<file path="config.mk">
export PLATFORM = sky130hd
export DESIGN_NAME = player_input
export DESIGN_NICKNAME = d
export VERILOG_FILES = /design/src/rtl/player_input.sv
export SDC_FILE = /design/constraint.sdc
export NUM_CORES = 1
export LEC_CHECK = 0
export CAP_MARGIN = 20
export CORE_UTILIZATION = 41
export CTS_CLUSTER_DIAMETER = 200
export DETAILED_ROUTE_END_ITERATION = 10
export PLACE_DENSITY = 0.8
export RECOVER_POWER = 50
export SYNTH_ARGS = -nofsm -noshare
export SYNTH_HDL_FRONTEND = slang
export SYNTH_SLANG_ARGS = --single-unit
</file>
<file path="constraint.sdc">
create_clock -name clk -period 1.85 [get_ports clk]
set_input_delay 0.185 -clock clk [delete_from_list [all_inputs] [get_ports clk]]
set_output_delay 0.185 -clock clk [all_outputs]
set_load 0.03 [all_outputs]
</file>
<file path="src/rtl/player_input.sv">
// player_input: decodes one player's keycode against its control map once per VGA frame and
// produces held/act vectors. Define PLAYER_INPUT_REPEAT_EN for typematic auto-repeat.
module player_input #(
    parameter logic [7:0] REPEAT_DELAY = 8'd20,
    parameter logic [7:0] REPEAT_RATE  = 8'd4,
    parameter logic [7:0] REPEAT_MASK  = 8'b0011_1111
) (
    input  logic        clk,
    input  logic        reset,
    input  logic        frame_clk,
    input  logic [7:0]  keycode,
    input  logic [63:0] controls,
    output logic        frame_tick,
    output logic [7:0]  held,
    output logic [7:0]  act,
    output logic [1:0]  state_dbg
);

    localparam logic [1:0] ST_IDLE  = 2'd0;
`ifdef PLAYER_INPUT_REPEAT_EN
    localparam logic [1:0] ST_PRESS = 2'd1;  // DELAY: counting toward first repeat
    localparam logic [1:0] ST_RPT   = 2'd2;
`else
    localparam logic [1:0] ST_PRESS = 2'd1;  // HELD
    logic unused_cfg;
    assign unused_cfg = ^{REPEAT_DELAY, REPEAT_RATE, REPEAT_MASK};
`endif

    logic       sync1_q, sync2_q, prev_q, tick_q;
    logic [1:0] state_q, state_d;
    logic [2:0] idx_q, idx_d;
    logic [7:0] held_q, held_d;
    logic [7:0] act_q, act_d;
`ifdef PLAYER_INPUT_REPEAT_EN
    logic [7:0] cnt_q, cnt_d;
`endif

    logic       hit;
    logic [2:0] hit_idx;

    always_ff @(posedge clk or posedge reset) begin
        if (reset) begin
            sync1_q <= 1'b0;
            sync2_q <= 1'b0;
            prev_q  <= 1'b0;
            tick_q  <= 1'b0;
        end else begin
            sync1_q <= frame_clk;
            sync2_q <= sync1_q;
            prev_q  <= sync2_q;
            tick_q  <= sync2_q & ~prev_q;
        end
    end

    // Descending scan so the lowest matching index is the one left standing.
    always_comb begin
        hit     = 1'b0;
        hit_idx = 3'd0;
        for (int i = 7; i >= 0; i--) begin
            if (keycode != 8'd0 && controls[63-8*i -: 8] == keycode) begin
                hit     = 1'b1;
                hit_idx = 3'(i);
            end
        end
    end

    always_comb begin
        state_d = state_q;
        idx_d   = idx_q;
        held_d  = held_q;
        act_d   = 8'd0;
`ifdef PLAYER_INPUT_REPEAT_EN
        cnt_d   = cnt_q;
`endif
        if (tick_q) begin
            if (!hit) begin
                state_d = ST_IDLE;
                held_d  = 8'd0;
            end else if (state_q == ST_IDLE || hit_idx != idx_q) begin
                state_d = ST_PRESS;
                idx_d   = hit_idx;
                held_d  = 8'b1 << hit_idx;
                act_d   = 8'b1 << hit_idx;
`ifdef PLAYER_INPUT_REPEAT_EN
                cnt_d   = REPEAT_DELAY - 8'd1;
`endif
            end
`ifdef PLAYER_INPUT_REPEAT_EN
            else if (cnt_q != 8'd0) begin
                cnt_d = cnt_q - 8'd1;
            end else if (state_q == ST_RPT || REPEAT_MASK[idx_q]) begin
                // Non-repeating actions fall through and sit in DELAY with cnt at 0.
                act_d   = 8'b1 << idx_q;
                cnt_d   = REPEAT_RATE - 8'd1;
                state_d = ST_RPT;
            end
`endif
        end
    end

    always_ff @(posedge clk or posedge reset) begin
        if (reset) begin
            state_q <= ST_IDLE;
            idx_q   <= 3'd0;
            held_q  <= 8'd0;
            act_q   <= 8'd0;
`ifdef PLAYER_INPUT_REPEAT_EN
            cnt_q   <= 8'd0;
`endif
        end else begin
            state_q <= state_d;
            idx_q   <= idx_d;
            held_q  <= held_d;
            act_q   <= act_d;
`ifdef PLAYER_INPUT_REPEAT_EN
            cnt_q   <= cnt_d;
`endif
        end
    end

    assign frame_tick = tick_q;
    assign held       = held_q;
    assign act        = act_q;
    assign state_dbg  = state_q;

endmodule

</file>
---- Word-level counts from Yosys, hierarchy flattened ----
Cells that the tools add are included.
operators by class
  equality and inequality tests ........... 10
  shifts and indexed selects .............. 1
  multiplexer cells ....................... 23
  bitwise operators ....................... 2
  reductions and logical operators ........ 13
operators with widths
  cell                                                                      count
  8-bit equality test                                                       8
  8-bit two-way mux                                                         5
  3-bit two-way mux                                                         8
  1-bit logical AND                                                         8
  1-bit two-way mux                                                         8
  8-bit nonzero test                                                        1
  1-bit by 3-bit left shift with 8-bit output (first input constant)        1
  2-bit two-way mux                                                         2
  3-bit inequality test                                                     1
  3-bit AND reduction                                                       1
  2-bit zero test                                                           1
  2-bit by 1-bit inequality test with 1-bit output (second input constant)  1
  2-bit AND reduction                                                       1
  1-bit bitwise AND                                                         1
  1-bit logical OR                                                          1
  1-bit inverter                                                            1
word-level totals
  flip-flop bits (word level) ............. 25
  bits of input ports ..................... 75
  output and inout bits ................... 19
  logic and storage cells ................. 57

---- Depth between registers and ports, before layout ----
  depth in word-level cells ............... 15
  depth in mapped cells ................... 11
  mapped depth without buffers ............ 8

---- Worst setup path after synthesis ----
No wires, ideal clock.
  path type ............................... input to register
  start ................................... in keycode[5]
  end ..................................... reg held_q[1], in the netlist held[1]
  arrival time ............................ 2.488 ns
  required time ........................... 1.784 ns
  path slack .............................. -0.705 ns
  cell stages on the path ................. 10
  path buffers ............................ 2
  cells stage by stage .................... buf_6 -> xor2_1 -> nor4_1 -> and3_2 -> nand4b_2 -> or3b_1 -> buf_6 -> mux2_4 -> o41ai_4 -> a22o_1
on the way
  longest elaborated chain between the ends .. 14
  elaborated cells on any way between the ends .. 40
ends and longest elaborated chain
  item                                                              RTL line  RTL
  start, declared                                                   11        input logic [7:0] keycode,
  8-bit equality test / 8-bit nonzero test (equally long branches)  60        if (keycode != 8'd0 && controls[63-8*i -: 8] == keycode) begin
  1-bit logical AND                                                 60
  3-bit two-way mux (8 in series)                                   60
  3-bit inequality test                                             79        end else if (state_q == ST_IDLE || hit_idx != idx_q) begin
  1-bit logical OR                                                  79
  2-bit by 1-bit inequality test with 1-bit output (no line)        -
  2-bit AND reduction (no line)                                     -
  end signal, assigned                                              113       held_q <= held_d;
  end, declared                                                     32        logic [7:0] held_q, held_d;
Several ways; a longest one is shown, not always the timed one. The select of a mux whose other input is x is not followed.
A chain may end at the register's enable or synchronous reset.

---- Worst setup path after layout ----
  start ................................... in keycode[7]
  end ..................................... reg held_q[7], in the netlist held[7]
Same word-level chain as after synthesis.

==> reports/metrics.cfg <==
[status]
outcome = finished, violations left
failed_checks = design-rule violations, negative setup slack

[clock_network]
clkLatencyLatePin_ps = 270
postCtsHoldBufs = 0
cts.sinks = 24
root_buffer = clkbuf_8
cts_buffers = 3
cts_buffer_depth = 2
htree_levels = 1
clk_pin_slew_ps = 80
cts_tree = yes

[final_layout]
stdcell_area_mm2 = 0.004005
n_antenna_cell = 0
layout-drive-gt1-share_pct = 42.78
final_common_cell = buf_4
final_cell_mix = buf_4, xor2_1, dlygate4sd2_1, clkdlybuf4s50_1, buf_6
fin_nets = 443
syn2layout_area_growth_pct = 103.2

[synth]
syn_area_mm2 = 0.001971
synth_flop_cell = dfrtp_1
synth.area.mux_share_pct = 1.270
yosys.area_share.simple_pct = 20.06
synthXorXnorAreaFrac_pct = 30.22
postSynthCellCount = 203
synth_nets = 278
yosysUniqueCellTypes = 43
synth_edf_count = 0
yosysSeqAreaShare_pct = 30.48
ys_ff_latch = 24
synth_top_family_by_area = XOR/XNOR gates
synth_fa_ha_area_share_pct = 0
ys_warn_count = 0
synth_compound_area_share_pct = 11.43
async_flop_share_pct = 100.0
synth_area_per_cell_um2 = 9.708

[worst_setup_path]
crit_path_end_kind = register
required_ps = 2060
path_cells = buf_12, buf_6, buf_4, xor2_1, nor4_1, and3_4, buf_4, nand3_1, o211a_4, xnor2_4, o41ai_4, buf_4, a22o_1
cp_slowest_cell = o41ai_4
startpoint_type = input pin
cp_data_arrival_time_ps = 2830
path_common_cell = buf_4
path_class = input pin to register
critPathMaxFanout = 6
slowest_delay_ps = 410

[drt]
wl_um = 9467
routedWlPerCell_um = 22.59
vias = 2462
vias_per_cell = 5.876
drt_iter0_drc = 167
drc = 4
dr.pass1.iters = 8
ant_nets = 0

[placed_design]
gp_congestion = 0.9660
io_buffers = 92
place_area_mm2 = 0.003234
dp_hpwl_um = 4987

[power]
powerDensity_mw_per_mm2 = 409.5
peakVddDrop_mv = 0.4078
power.leakage_nw = 1.753

[worst_hold_path]
hp-class = register to register

[global_route]
globalRoute.totalOverflow = 0
grt_max_degree = 25
grt_pass1_vias = 2515
antenna_found_initial = 0
grt_pass1_wl_um = 12850
grtUsageTotal_pct = 33.21

[sta]
max_slew_margin_pct = 16.81
min_period_over_period_pct = 141.8
rsz0062_at_grt = true
tns_ps = -13300
hold_viol_final = 0
max_freq_mhz = 381.1
tightest_slew_ps = 1248
finalWorstSetupSlack_ps = -773.9
fin_crit_ps = 2624
setup_violations = 20
maxSlewViolCount = 0
finClkSkew_ps = 3.851

[die]
die_w_um = 71.33
die_y_um = 71.33
ioPinCount = 94
core_area_mm2 = 0.004474
die-area_mm2 = 0.005088
start_util_pct = 44.04
rows = 24

[flow_run]
cap_violations = 0

registers in the layout, summed over array words and instances (netlist names):
name	flops
act	8
idx_q	3
frame_tick	1
state_dbg	1
sync2_q	1
prev_q	1
sync1_q	1
held	8
area by class of cell:
class / instances / area, um^2
inverters: 3 / 11.26
well taps: 52 / 65.06
repair buffers: 171 / 1562
flip-flops and latches: 24 / 600.6
clock buffers: 4 / 55.05
multi-input cells: 165 / 1712
fillers: 186 / 469.2
report_power, final:
part	switching, W	internal, W	leakage (nW)	total (W)
Combinational	0.000355	0.000358	1.40	0.000713
Clock	0.000165	0.000190	0.0288	0.000355
Sequential	0.0000276	0.000544	0.326	0.000571
metal layers:
metal / up-vias / track usage [%] / wire [um]
met5: - / 0 / 0
met4: 0 / 16.67 / 500
met3: 54 / 4.219 / 684
met2: 181 / 57.99 / 4711
met1: 1197 / 40.30 / 3572
li1: 1030 / - / -
worst paths after layout:
path	cells after the start	to	slack, ps	from
max reg2reg	6	act[6]	110	idx_q[2]
max	13	held[7]	-770	keycode[7]
min in group asynchronous	3	act[4]	760	reset
min	0	sync2_q	370	sync1_q
min reg2reg	0	sync2_q	370	sync1_q
max in group asynchronous	3	prev_q	350	reset
logic make-up after synthesis:
group / Yosys count
buffers and inverters: 14
other: 1
and+or+nand+nor: 69
AOI/OAI and AO/OA: 25
xor gates and xnor gates: 68
muxes: 2
DFF: 24
synth_stat cells (2+ instances only):
cell type | number | area, um^2
or2_2 | 4 | 25.02
xor2_1 | 58 | 508.0
a31oi_1 | 2 | 12.51
nand3_1 | 5 | 25.02
nor2_1 | 13 | 48.80
a22o_1 | 4 | 35.03
inv_1 | 3 | 11.26
nor4_1 | 14 | 87.58
nor3_1 | 4 | 20.02
o2bb2ai_1 | 3 | 26.28
nand2_1 | 9 | 33.78
and3_1 | 2 | 12.51
xnor2_1 | 10 | 87.58
nand4_1 | 5 | 31.28
and2_1 | 2 | 12.51
dfrtp_1 | 24 | 600.6
o21ai_0 | 3 | 15.01
nand2b_1 | 2 | 12.51
nor3b_1 | 2 | 15.01
o21bai_1 | 2 | 15.01
a311oi_1 | 2 | 17.52
buf_6 | 9 | 101.4
per-stage QoR:
stage	worst slack, ps	total power (W)	util [%]	hold slack [ps]	std cells
after floorplan	-636.0	0.0008210	-	199.6	203
after global placement	-1296	0.001094	72.29	336.3	387
after detailed placement	-1374	0.001108	72.29	337.3	387
after CTS	-548.5	0.001526	83.67	283.8	409
after global routing	-828.5	0.001695	89.51	384.2	419
final	-773.9	0.001640	89.51	365.7	419
timing repair:
item,in CTS,in global routing
gates resized for setup,180,34
setup endpoints to repair,20,20
setup buffers,24,11
cloned,0,0
pin swaps,57,23
critical path, delay by kind of cell:
| family | cells | cell delay [ps] |
|---|---|---|
| buffers and inverters | 5 | 720 |
| XOR/XNOR | 2 | 350 |
| AO/OA/AOI/OAI | 3 | 760 |
| AND/OR/NAND/NOR | 3 | 800 |
Note: power is estimated with default switching activity, not from simulation.
